[src/rtl/axi4s_uart_pkg.sv]
// Shared definitions for the axi4s_uart transmitter/receiver pair.
package axi4s_uart_pkg;

  localparam int unsigned DATA_BITS = 8;

  typedef enum logic [1:0] {
    IDLE,
    START,
    DATA,
    STOP
  } uart_rx_state_t;

  // aclk cycles per line bit, truncated.
  function automatic int unsigned tics_per_beat(input int unsigned freq, input int unsigned baud);
    return freq / baud;
  endfunction

endpackage

[src/rtl/uart_rx_sync.sv]
// Metastability chain for the asynchronous RX pin plus falling-edge detect.
module uart_rx_sync #(
  parameter int unsigned SYNC_STAGES = 2
) (
  input  logic clk,
  input  logic rst,
  input  logic rxd,
  output logic rxd_s,
  output logic fall
);

  if (SYNC_STAGES < 2 || SYNC_STAGES > 4) begin : g_stages_check
    $error("SYNC_STAGES must be in 2..4");
  end

  logic [SYNC_STAGES-1:0] sync_q;
  logic                   prev_q;

  // Reset to the idle (high) level so leaving reset never fakes an edge on an idle line.
  always_ff @(posedge clk or posedge rst) begin
    if (rst) begin
      sync_q <= '1;
      prev_q <= 1'b1;
    end else begin
      sync_q <= {sync_q[SYNC_STAGES-2:0], rxd};
      prev_q <= sync_q[SYNC_STAGES-1];
    end
  end

  assign rxd_s = sync_q[SYNC_STAGES-1];
  assign fall  = prev_q & ~rxd_s;

endmodule

[src/rtl/axi4s_uart_rx.sv]
// 8N1 UART receiver delivering each good byte as a single-beat AXI4-Stream transfer.
module axi4s_uart_rx
  import axi4s_uart_pkg::*;
#(
  parameter int unsigned ACLK_FREQUENCY = 200000000,
  parameter int unsigned BAUD_RATE      = 9600,
  parameter int unsigned BAUD_RATE_SIM  = 50000000,
  parameter int unsigned SYNC_STAGES    = 2
) (
  input  logic       aclk,
  input  logic       areset,
  input  logic       uart_rxd,
  output logic       rxbyte_tvalid,
  input  logic       rxbyte_tready,
  output logic [7:0] rxbyte_tdata,
  output logic       rxbyte_tkeep,
  output logic       frame_error,
  output logic       overrun
);

`ifdef SYNTHESIS
  localparam bit UseSimBaud = 1'b0;
`else
  localparam bit UseSimBaud = 1'b1;
`endif

  localparam int unsigned USED_BAUD_RATE = UseSimBaud ? BAUD_RATE_SIM : BAUD_RATE;
  localparam int unsigned TPB            = tics_per_beat(ACLK_FREQUENCY, USED_BAUD_RATE);
  localparam int unsigned HALF           = TPB / 2;
  localparam int unsigned TW             = $clog2(TPB);
  localparam int unsigned BW             = $clog2(DATA_BITS);

  localparam logic [TW-1:0] TicFull = TW'(TPB - 1);
  localparam logic [TW-1:0] TicHalf = TW'(HALF - 1);
  localparam logic [BW-1:0] BitLast = BW'(DATA_BITS - 1);

  if (TPB < 4) begin : g_tpb_check
    $error("ACLK_FREQUENCY/baud must give at least 4 cycles per bit");
  end

  logic rxd_s;
  logic fall;

  uart_rx_sync #(
    .SYNC_STAGES(SYNC_STAGES)
  ) u_sync (
    .clk  (aclk),
    .rst  (areset),
    .rxd  (uart_rxd),
    .rxd_s(rxd_s),
    .fall (fall)
  );

  uart_rx_state_t       state_q, state_d;
  logic [TW-1:0]        tic_q, tic_d;
  logic [BW-1:0]        bit_q, bit_d;
  logic [DATA_BITS-1:0] shift_q, shift_d;
  logic                 deliver;
  logic                 frame_err_d;
  logic                 tic_zero;

  assign tic_zero = (tic_q == '0);

  always_comb begin
    state_d     = state_q;
    tic_d       = tic_q;
    bit_d       = bit_q;
    shift_d     = shift_q;
    deliver     = 1'b0;
    frame_err_d = 1'b0;
    case (state_q)
      IDLE: begin
        if (fall) begin
          tic_d   = TicHalf;
          state_d = START;
        end
      end
      START: begin
        if (!tic_zero) begin
          tic_d = tic_q - 1'b1;
        end else if (!rxd_s) begin
          tic_d   = TicFull;
          bit_d   = '0;
          state_d = DATA;
        end else begin
          state_d = IDLE;
        end
      end
      DATA: begin
        if (!tic_zero) begin
          tic_d = tic_q - 1'b1;
        end else begin
          shift_d = {rxd_s, shift_q[DATA_BITS-1:1]};
          bit_d   = bit_q + 1'b1;
          tic_d   = TicFull;
          if (bit_q == BitLast) begin
            state_d = STOP;
          end
        end
      end
      STOP: begin
        if (!tic_zero) begin
          tic_d = tic_q - 1'b1;
        end else begin
          state_d     = IDLE;
          deliver     = rxd_s;
          frame_err_d = ~rxd_s;
        end
      end
      default: state_d = IDLE;
    endcase
  end

  always_ff @(posedge aclk or posedge areset) begin
    if (areset) begin
      state_q <= IDLE;
      tic_q   <= '0;
      bit_q   <= '0;
      shift_q <= '0;
    end else begin
      state_q <= state_d;
      tic_q   <= tic_d;
      bit_q   <= bit_d;
      shift_q <= shift_d;
    end
  end

  logic       tvalid_q, tvalid_d;
  logic [7:0] tdata_q, tdata_d;
  logic       frame_err_q;
  logic       overrun_q, overrun_d;

  // A byte completing in the same cycle as a handshake replaces the consumed one.
  always_comb begin
    tvalid_d  = tvalid_q;
    tdata_d   = tdata_q;
    overrun_d = 1'b0;
    if (tvalid_q && rxbyte_tready) begin
      tvalid_d = 1'b0;
    end
    if (deliver) begin
      if (!tvalid_q || rxbyte_tready) begin
        tvalid_d = 1'b1;
        tdata_d  = shift_q;
      end else begin
        overrun_d = 1'b1;
      end
    end
  end

  always_ff @(posedge aclk or posedge areset) begin
    if (areset) begin
      tvalid_q    <= 1'b0;
      tdata_q     <= '0;
      frame_err_q <= 1'b0;
      overrun_q   <= 1'b0;
    end else begin
      tvalid_q    <= tvalid_d;
      tdata_q     <= tdata_d;
      frame_err_q <= frame_err_d;
      overrun_q   <= overrun_d;
    end
  end

  assign rxbyte_tvalid = tvalid_q;
  assign rxbyte_tdata  = tdata_q;
  assign rxbyte_tkeep  = 1'b1;
  assign frame_error   = frame_err_q;
  assign overrun       = overrun_q;

endmodule

[config.mk]
export PLATFORM = sky130hd
export DESIGN_NAME = axi4s_uart_rx
export DESIGN_NICKNAME = d
export VERILOG_FILES = /design/src/rtl/axi4s_uart_pkg.sv /design/src/rtl/uart_rx_sync.sv /design/src/rtl/axi4s_uart_rx.sv
export SDC_FILE = /design/constraint.sdc
export NUM_CORES = 1
export LEC_CHECK = 0
export ABC_AREA = 1
export CAP_MARGIN = 20
export CORE_ASPECT_RATIO = 0.7
export CORE_MARGIN = 1.5
export CORE_UTILIZATION = 58
export CTS_BUF_LIST = sky130_fd_sc_hd__clkbuf_8 sky130_fd_sc_hd__clkbuf_16
export CTS_CLUSTER_DIAMETER = 50
export DETAILED_ROUTE_END_ITERATION = 16
export PLACE_DENSITY = 0.79
export SYNTH_ARGS = -nofsm -noshare
export SYNTH_HDL_FRONTEND = slang
export SYNTH_SLANG_ARGS = --single-unit
[constraint.sdc]
create_clock -name aclk -period 2 [get_ports aclk]
set_input_delay 0.2 -clock aclk [delete_from_list [all_inputs] [get_ports aclk]]
set_output_delay 0.2 -clock aclk [all_outputs]
set_load 0.05 [all_outputs]
[Word-level counts from Yosys, hierarchy flattened]
Index checks and enable logic that the tools add are counted.
Word-level totals
  bits in registers: 42
  input bits: 4
  output and inout bits: 12
Cells by class
  add/subtract/negate cells: 2
  equal/unequal tests: 12
  reduce and logical (&&, ||, !) cells: 11
  bitwise logic cells: 2
  mux-type cells: 26
Operators with widths (number)
  $mux 15: 5
  $pmux 15 s4: 1
  $logic_not 15->1: 1
  $sub 15x1->15 const B: 1
  $ne 2x2->1 const B: 7
  $mux 2: 6
  $mux 1: 9
  $mux 3: 3
  $pmux 2 s4: 1
  $pmux 3 s2: 1
  $reduce_and 5->1: 1
  $eq 2x2->1 const B: 2
  $reduce_and 2->1: 2
  $reduce_and 4->1: 1
  $add 3x1->3 const B: 1
  $eq 3x3->1 const B: 1
  $ne 3x3->1 const B: 1
  $reduce_and 3->1: 1
  $eq 2x1->1 const B: 1
  $logic_not 2->1: 1
  $reduce_bool 2->1: 1
  $and 1x1->1: 1
  $logic_and 1x1->1: 1
  $logic_not 1->1: 1
  other kinds (2): 2

[Logic depth before layout (Yosys ltp)]
  depth after elaboration: 4
  depth in mapped cells: 10
  gate-level depth less buffers: 10

[Hierarchy]
From an unflattened synthesis, not the netlist that was laid out.
Unflattened totals
  cell total of the unflattened synthesis: 297
  area, all modules: 2374.8 um^2
Modules (own cells, without submodules)
  axi4s_uart_rx: cells an instance 291, area each 2282.2 um^2, times used 1
  uart_rx_sync: cells an instance 6, area each 92.6 um^2, times used 1

[Least setup slack after synthesis]
Ideal clock, no wire load.
  path kind: flip-flop to flip-flop
  start: register tic_q[0]
  end: register tdata_q[0], in the netlist rxbyte_tdata[0]
  path buffers: 1
  stages on the path, launching flop included: 11
  library setup time: 0.119 ns
  setup slack: 0.262 ns
  arrival time: 1.619 ns
  required time: 1.881 ns
  period minus slack after synthesis: 1.738 ns
  cell sequence: dfrtp_1 inv_1 ha_1 nand2_2 nor2_4 nand2_4 nor3_4 nand2_2 buf_6 nand2_2 o21ai_2
On the way
  word-level cells in the longest chain between the ends: 4
Ends and longest elaborated chain
  from (decl): RTL line axi4s_uart_rx.sv:55  | logic [TW-1:0] tic_q, tic_d;
  from (signal assigned): RTL line axi4s_uart_rx.sv:122  | tic_q <= tic_d;
  $logic_not 15->1: RTL line axi4s_uart_rx.sv:62  | assign tic_zero = (tic_q == '0);
  $mux 1: RTL line axi4s_uart_rx.sv:102  | if (!tic_zero) begin
  $mux 1: RTL line axi4s_uart_rx.sv:71  | case (state_q)
  $reduce_and 2->1 (no line)
  to (signal assigned): RTL line axi4s_uart_rx.sv:159  | tdata_q <= tdata_d;
  to (decl): RTL line axi4s_uart_rx.sv:129  | logic [7:0] tdata_q, tdata_d;
No other way between the ends.
A chain may end at the register's enable or synchronous reset.

[Worst setup path in the final report]
  start: register tic_q[0]
  end: register tic_q[12]
On the way
  word-level cells in the longest chain between the ends: 3
Ends and longest elaborated chain (RTL line)
  $sub 15x1->15 or $logic_not 15->1 (tied branches)
  $mux 15, or another cell as far along: axi4s_uart_rx.sv:102
  $pmux 15 s4 or $reduce_and 3->1 (tied branches)
Several ways; a longest one is shown, not always the timed one. The select of a mux whose other input is x is not followed.

==> key figures <==
STA
  – Fin crit share: 92.8%
  – Slew Viols, Final: 0
  – Fmax: 539 MHz
  – Measured slew at the worst slew-check pin: 0.513 ns
  – Slew headroom: 65.8%
  – Final WS setup: 0.145 ns
  – Clock skew: 0.00960 ns
  – Min cycle time layout: 1.86 ns
  – Endpoints failing hold: 0
  – Setup TNS: 0 ns
  – Setup violators final: 0
  – RSZ-0062 raised after global routing: no

Floorplan
  – Core Area: 3670 µm²
  – Die W: 78.5 µm
  – Die height: 55.9 µm
  – IO Pins: 16
  – Starting Density: 63.1%
  – Core Rows: 18
  – DIE AREA: 4390 µm²

Global route
  – Total Routing Usage GR: 25.6%
  – Largest net degree at the start of global routing: 43
  – First-pass GRT wire length: 8660 µm
  – Vias in the first global route: 1856
  – Grt ovf: 0
  – Initial antenna violation count: 0

Clock tree
  – Worst-Skew Late Latency: 0.30 ns
  – CTS tree: yes
  – Reg clk slew, reported paths: 0.09 ns
  – Clock Sinks: 42
  – CTS Buffer Depth: 2
  – CTS H-Tree Depth: 2
  – Cts bufs inserted: 5
  – CTS root buffer: clkbuf_8

Flow run
  – Max Cap Viol: 0

Final layout
  – Final #Nets: 321
  – Ant diodes: 0
  – Share of post-route cells with drive strength above 1: 15.2%
  – Fin cells: 360
  – Final core utilization: 73.3%
  – Synth-to-layout area growth: 16.1%

Power
  – PD cells: 1220 nW/µm²
  – Lkg Pwr: 1.31 nW
  – Tot Pwr: 0.00329 W
  – Peak VDD IR: 0.792 mV

Drt
  – Via Count: 1965
  – Initial DRC Count: 153
  – Post-DR vias/cell: 5.46
  – ANT nets after route: 0
  – Initial DRT Pass Iterations: 6
  – Routed WL: 5150 µm
  – Drt drc: 0
  – Wire per inst: 14.3 µm

Placement
  – Placed insts: 352
  – Gp weighted congestion: 0.948
  – Placement Setup Slack: 0.0577 ns
  – I/O Buffers: 14
  – HPWL after DPL: 3690 µm

Critical path
  – CP Buf/Inv Count: 2
  – Reg2reg start: tic_q[0]
  – WS Path Type: reg -> reg
  – Worst Setup End Kind: flop
  – Crit-path max FO: 7
  – WP data arrival: 2.05 ns
  – CP max stage delay: 0.41 ns
  – CP cell instances: inv_1 -> ha_2 -> nand3_2 -> nor2_4 -> nand4_1 -> nand2_2 -> nor2_2 -> buf_4 -> nand3_1 -> nand2_1
  – R2R depth: 10
  – Worst Path Required: 2.19 ns
  – Crit-path leading delay family: simple AND/OR/NAND/NOR gates
  – Crit start category: flop
  – FF-to-FF setup slack: 0.14 ns
  – Worst r2r dst: tic_q[12]
  – Slowest-stage cell, CP: dfrtp_1

Worst hold path
  – Hold Path Class: in -> reg
  – HP Start: uart_rxd
  – Cells on Worst Hold Path: 1
  – Endpoint, Worst Hold: u_sync.sync_q[0]

Synth
  – Synthesized area per cell: 8.13 µm²
  – Yosys cell types: 33
  – Prevailing post-synth register cell: dfrtp_1
  – Post-synth EDFFs: 0
  – Sequential share of the synthesized area: 45.5%
  – Syn Std Cell Area: 2320 µm²
  – Syn_nets: 297
  – Seq cells post-synth: 42
  – Number of warnings issued by yosys: 0
  – Post-synth ARST share: 100%
  – Synthesized instance count: 285

Status
  – Status: completed
## layout by cell type, fill, tap and decap left out, drive strengths merged, types with 4 or more instances in the layout
cell | netlist | routed
inv | 39 | 39
ha | 8 | 8
nand3 | 26 | 26
dfrtp | 39 | 39
clkdlybuf4s50 | 0 | 14
a21oi | 4 | 4
o21ai | 28 | 28
nand2 | 84 | 84
nor2 | 25 | 25
buf | 4 | 8
clkbuf | 1 | 5
xnor2 | 4 | 4
nand4 | 6 | 6
## cells by family after synthesis
kind of cell	synth area share (%)
DFF	45.5
adders and majority gates	4.32
and+or+nand+nor	29.8
AOI/OAI and AO/OA	9.56
xor gates and xnor gates	2.65
other	0.162
buffers and inverters	7.99
## Yosys cell counts, types with 3 or more instances
master | instances | area share (%)
a21oi_1 | 4 | 0.86
inv_1 | 37 | 6.0
o21ai_1 | 8 | 1.7
nand2_1 | 78 | 13
nand4_1 | 6 | 1.6
o21ai_2 | 8 | 3.0
nand2_2 | 5 | 1.3
xnor2_1 | 4 | 1.5
nand3_1 | 25 | 5.4
xor2_1 | 3 | 1.1
dfstp_2 | 3 | 3.4
o21ai_0 | 12 | 2.6
nor2_2 | 4 | 1.1
nor2_1 | 17 | 2.8
ha_1 | 8 | 4.3
nor2_4 | 4 | 1.9
dfrtp_1 | 39 | 42
## through the flow
| stage | hold WS [ns] | cell area (µm²) |
|---|---|---|
| global route | 0.309 | 2690 |
| finish | 0.304 | 2690 |
| detailed placement | 0.353 | 2540 |
| CTS | 0.300 | 2680 |
| global placement | 0.346 | 2540 |
| floorplan | 0.204 | 2320 |
## sequential cells by signal (all words and copies together), names as in the netlist, 2 cells and up, named ones only
register and count:
tic_q 15, shift_q 8, u_sync.sync_q 2, rxbyte_tdata 8, bit_q 3
## power by group
group,internal [W],switching (W)
combinational,0.000486,0.000904
clock,0.000500,0.000306
sequential,0.000964,0.000126
## worst max-delay path by stage
stage          startpoint               to  cells after the start
2_1_floorplan    tic_q[0]  rxbyte_tdata[0]                     10
5_1_grt          tic_q[0]        tic_q[12]                     10
4_1_cts          tic_q[0]  rxbyte_tdata[5]                      9
6_report         tic_q[0]        tic_q[12]                     10
3_3_place_gp     tic_q[0]  rxbyte_tdata[3]                      9
3_5_place_dp     tic_q[0]  rxbyte_tdata[5]                      9
## cell type report
type | instances | area, µm²
Multi-Input combinational cell | 199 | 1090
Sequential cell | 42 | 1050
Fill cell | 292 | 980
Timing Repair Buffer | 22 | 200
Inverter | 39 | 146
Clock buffer | 5 | 68.8
Clock inverter | 3 | 68.8
Tap cell | 50 | 62.6
## timing repair
action / 4_1_cts / 5_1_grt
setup buffers: 0 / 0
setup endpoints to repair: 0 / 11
gates resized for setup: 0 / 3
hold buffers: 0 / 0
## metal layers
metal  global-route usage [%]  share of wire (%)  up-vias
met5                        0                  0        -
met4                     7.40               0.74        0
met3                     6.72                6.8        6
met2                     36.9                 43       73
met1                     37.8                 49      929
li1                         -                  -      957
Power figures use the tool's default switching activity.
==> RTL change 1, RTL diff (same settings) <==
The 4 states of `uart_rx_state_t` get a one-hot encoding in 4 bits.
--- a/src/rtl/axi4s_uart_pkg.sv
+++ b/src/rtl/axi4s_uart_pkg.sv
@@ -3,11 +3,11 @@
 
   localparam int unsigned DATA_BITS = 8;
 
-  typedef enum logic [1:0] {
-    IDLE,
-    START,
-    DATA,
-    STOP
+  typedef enum logic [3:0] {
+    IDLE  = 4'b0001,
+    START = 4'b0010,
+    DATA  = 4'b0100,
+    STOP  = 4'b1000
   } uart_rx_state_t;
 
   // aclk cycles per line bit, truncated.
Behaviour: no difference found for any inputs over 10 cycles, from zero or initial values and one cycle with areset high; not proved beyond that.
==> RTL change 1 against the unedited design <==
  * Sequential cell count rose by 2
  * Setup slack improved by 0.054 ns
  * Combinational power fell by 32%
  * Area after synthesis rose by 4.9%
  * Sequential share of layout area rose by 1.5 points
  * Critical endpoint is now tic_q[7]
  * Final area rose by 0.98%
  * First-iteration DRC count fell by 35%
  * Largest cell class unchanged
  * Clock skew fell by 0.0021 ns
  * Total power fell by 21%
  * Routed wire length fell by 2.2%
  * Synthesized cell count rose by 9.8%
==> RTL change 1: results (changes against the unedited design) <==
| Metric | Value |
|---|---|
| Status | complete, no violations |
| Syn avg cell area | 7.76 um^2 (-4.5%) |
| Post-Syn Nets | 321 (+8.1%) |
| Synth unique cells | 29 (-12%) |
| WL per Instance | 13.1 um (-8.8%) |
| Clkbuf count | 6 (+1) |
| DP Wirelength | 3.92 mm (+6.4%) |
| Post-synth top cells | nand2_1 (96), dfrtp_1 (40), nor2_1 (36) |
| Count of state elements after synthesis | 44 (+4.8%) |
| Leakage | 1.28 nW (-2.0%) |
| Worst reg-to-reg path cell count | 11 (+1) |
| VDD IR max | 0.598 mV (-25%) |
| Setup WS pre-CTS | 0.210 ns (+0.153 ns) |
| Inst Count DP | 378 (+7.4%) |
| Routed vias/inst | 5.23 (-4.1%) |
| WHS | 0.223 ns (-0.0808 ns) |
| Bufs w/o clock | 20 (-9.1%) |
| Setup slack, reg-to-reg | 0.20 ns (+0.05 ns) |
| Synth area leaders | dfrtp_1 (41%), nand2_1 (15%), nor2_1 (5.6%) |
| Fraction of layout cells with a size suffix above 1 | 0.162 (+0.0101) |
| Drt pass-1 iters | 4 (-2) |
| Largest net degree at the start of global routing | 20 (-53%) |
| Inverter count | 34 (-13%) |
| All-Layer GR Usage | 0.251 (-0.00489) |
| Sequential-to-total area share from yosys stat | 0.455 (about the same) |
| Worst Path Arrival | 1.99 ns (-0.06 ns) |
| Register area | 0.00111 mm^2 (+4.9%) |
| Multi-input combinational area share | 0.419 (+0.0140) |
| Hold/Removal Path Class | in -> async |
| Layout fillers | 328 (+12%) |
| First-pass GRT wire length | 8.76 mm (+1.1%) |
| Clock buf/inv share | 0.0341 (-0.0171) |
| Vias in the first global route | 1,882 (+1.4%) |
| Non-clk buf share | 0.0681 (-0.00624) |
| Total wire length | 5.04 mm (-2.2%) |
| Count of multi-input gates | 228 (+15%) |
| FF-to-FF End | tic_q[7] |
-- RTL change 1: how the worst max path moves through the flow --
stage,to,slack [ns],depth (start not counted)
floorplan,tic_q[3],0.39,12
global placement,tic_q[11],0.28,11
detailed placement,tic_q[7],0.21,11
CTS,tic_q[7],0.19,11
global route,tic_q[7],0.01,11
finish,tic_q[7],0.20,11
-- RTL change 1: cell families (layout without fill, tap and decap cells) --
| group | Yosys count | count (layout) |
|---|---|---|
| compound gates | 33 | 33 |
| flops | 44 | 44 |
| simple gates | 184 | 184 |
| other cells | 1 | 1 |
| fa+ha+maj | 4 | 4 |
| xor+xnor | 6 | 6 |
| buf+inv | 41 | 62 |
-- RTL change 1: metrics by stage --
stage / area (um^2) / utilization
after global placement: 2620 / 0.661
after CTS: 2720 / 0.684
final: 2720 / 0.685
after floorplan: 2430 / -
after global routing: 2720 / 0.685
after detailed placement: 2620 / 0.661
-- RTL change 1: what timing repair did --
item,CTS,global route
endpoints found under the setup margin,0,2
hold buffers,0,0
resized for setup,0,1
-- RTL change 1: metal layers --
metal  wire, um  track usage  up-vias
li1           -            -     1027
met1       2590        0.412      922
met2       2040        0.334       63
met3        366       0.0544        8
met4         48       0.0616        0
met5          0            0        -
-- RTL change 1: power breakdown --
part | switching (mW) | internal [mW] | leakage, nW | total [mW]
Combinational | 0.629 | 0.315 | 0.661 | 0.943
Sequential | 0.0918 | 0.986 | 0.568 | 1.08
Clock | 0.290 | 0.276 | 0.0510 | 0.566
-- RTL change 1: critical path, cell delays in order, from the launching register on --
cell     delay (ns)
dfrtp_1        0.40
inv_1          0.12
ha_1           0.18
nand2_1        0.08
nor2_2         0.12
nand2_1        0.09
nor2_4         0.16
o21ai_2        0.09
nand2_2        0.17
inv_4          0.11
nor2_1         0.12
nor2_1         0.05
==> RTL change 2, RTL diff (same flow settings) <==
Without the edit above. The parameter `ACLK_FREQUENCY` goes from 200000000 to 400000000.
--- a/src/rtl/axi4s_uart_rx.sv
+++ b/src/rtl/axi4s_uart_rx.sv
@@ -2,7 +2,7 @@
 module axi4s_uart_rx
   import axi4s_uart_pkg::*;
 #(
-  parameter int unsigned ACLK_FREQUENCY = 200000000,
+  parameter int unsigned ACLK_FREQUENCY = 400000000,
   parameter int unsigned BAUD_RATE      = 9600,
   parameter int unsigned BAUD_RATE_SIM  = 50000000,
   parameter int unsigned SYNC_STAGES    = 2
Behaviour: same outputs for any inputs over 10 cycles, from zero or initial values and one cycle with areset high; that may be too few to reach the edited logic, so the function may still have changed.
==> RTL change 2 against the unedited design <==
  * Non-clock buffer count rose by 4
  * Maximum frequency down 0.22%
  * Sequential cell count rose by 1
  * Routed wire length rose by 10%
  * Final area is 9.8% higher
  * Critical path depth rose by 1
  * Area after synthesis is 8.5% higher
  * Setup slack lost 0.0042 ns
  * Total power rose by 12%
  * Largest cell class unchanged
==> RTL change 2: results (changes against the unedited design) <==
| Metric | Value |
|---|---|
| Pint | 1.94 mW (-0.78%) |
| Crit Path Max Fanout | 5 (-2) |
| Total power | 3.67 mW (+12%) |
| Slew @ Worst Pin | 0.498 ns (-0.0153 ns) |
| Syn avg cell area | 7.31 um^2 (-10%) |
| First-pass GRT wire length | 9.27 mm (+7.1%) |
| Iteration-0 DRC Markers | 249 (+63%) |
| Nets | 387 (+21%) |
| Sequential fraction of design power | 0.316 (-0.016) |
| All-Layer GR Usage | 0.265 (+0.00900) |
| Routed met1 length | 2.82 mm (+10%) |
| VDD IR max | 0.862 mV (+8.9%) |
| Hold/Removal Path Class | in -> async |
| Fraction of layout cells with a size suffix above 1 | 0.131 (-0.0209) |
| Status | complete, no violations |
| Setup WS pre-CTS | 0.184 ns (+0.126 ns) |
| Met3 WL | 366 um (+5.2%) |
| Total wire length | 5.67 mm (+10%) |
| Dpl cell area | 0.00273 mm^2 (+7.4%) |
| Setup crit start | tic_q[1] |
| Sequential-to-total area share from yosys stat | 0.429 (-0.0258) |
| WL per Instance | 13.3 um (-7.3%) |
| Synth unique cells | 27 (-18%) |
| WL met2 | 2.42 mm (+9.4%) |
| Vias in the first global route | 1,980 (+6.7%) |
| Max reg flops | 16 (+1) |
| Clock power share | 0.161 (-0.084) |
| Total number of vias | 2,242 (+14%) |
| Post-synth top cells | nand2_1 (123), inv_1 (50), dfrtp_1 (40), nor2_1 (40), nand3_1 (22) |
| Leakage | 1.53 nW (+17%) |
| Post-Syn Nets | 357 (+20%) |
-- RTL change 2: cell types whose count changed after synthesis, moves of 2 or more --
cell,before,now
a21oi_1,4,1
o211ai_1,2,0
nand3_1,25,22
o21ai_1,8,1
nand2_1,78,123
nand2_2,5,2
inv_1,37,50
nor2_1,17,40
o21ai_0,12,16
xnor2_1,4,0
buf_4,1,3
nor2_2,4,2
-- RTL change 2: routing by layer --
| layer | GRT usage | up-vias |
|---|---|---|
| li1 | - | 1122 |
| met1 | 0.408 | 1034 |
| met2 | 0.373 | 76 |
| met3 | 0.0520 | 10 |
| met4 | 0.0896 | 0 |
| met5 | 0 | - |
-- RTL change 2: critical path: stages, from the launching register on --
cell and delay [ns]:
dfrtp_1 0.40, inv_1 0.13, ha_4 0.15, inv_1 0.03, nor2_1 0.10, nand2_1 0.09
nor2_4 0.19, nand3_1 0.18, nand2_1 0.25, nor2_1 0.08, nor2_1 0.10, nor2_1 0.05
-- RTL change 2: cell families after synthesis --
logic type / count (synthesis) / synth area share
simple gates: 205 / 0.356
buf+inv: 56 / 0.0910
flops: 43 / 0.429
compound gates: 27 / 0.0667
fa+ha+maj: 9 / 0.0448
xor+xnor: 3 / 0.0104
other cells: 1 / 0.00149
-- RTL change 2: path summary, 6_finish.rpt --
kind	end	depth (start not counted)	slack, ns
setup / recovery	tic_q[14]	11	0.14
hold / removal	tic_q[14]	2	0.08
setup reg to reg	tic_q[14]	11	0.14
hold reg to reg	u_sync.sync_q[1]	0	0.36
max in group asynchronous	u_sync.sync_q[0]	3	1.44
min in group aclk	u_sync.sync_q[0]	1	0.32
-- RTL change 2: area by class of cell --
class,instances,area (um^2)
multi-input combinational,246,1260
tap,52,65.1
clock buffer,6,82.6
timing repair buffer,26,255
inverter,52,195
sequential,43,1080
fill,296,1090
clock inverter,2,16.3
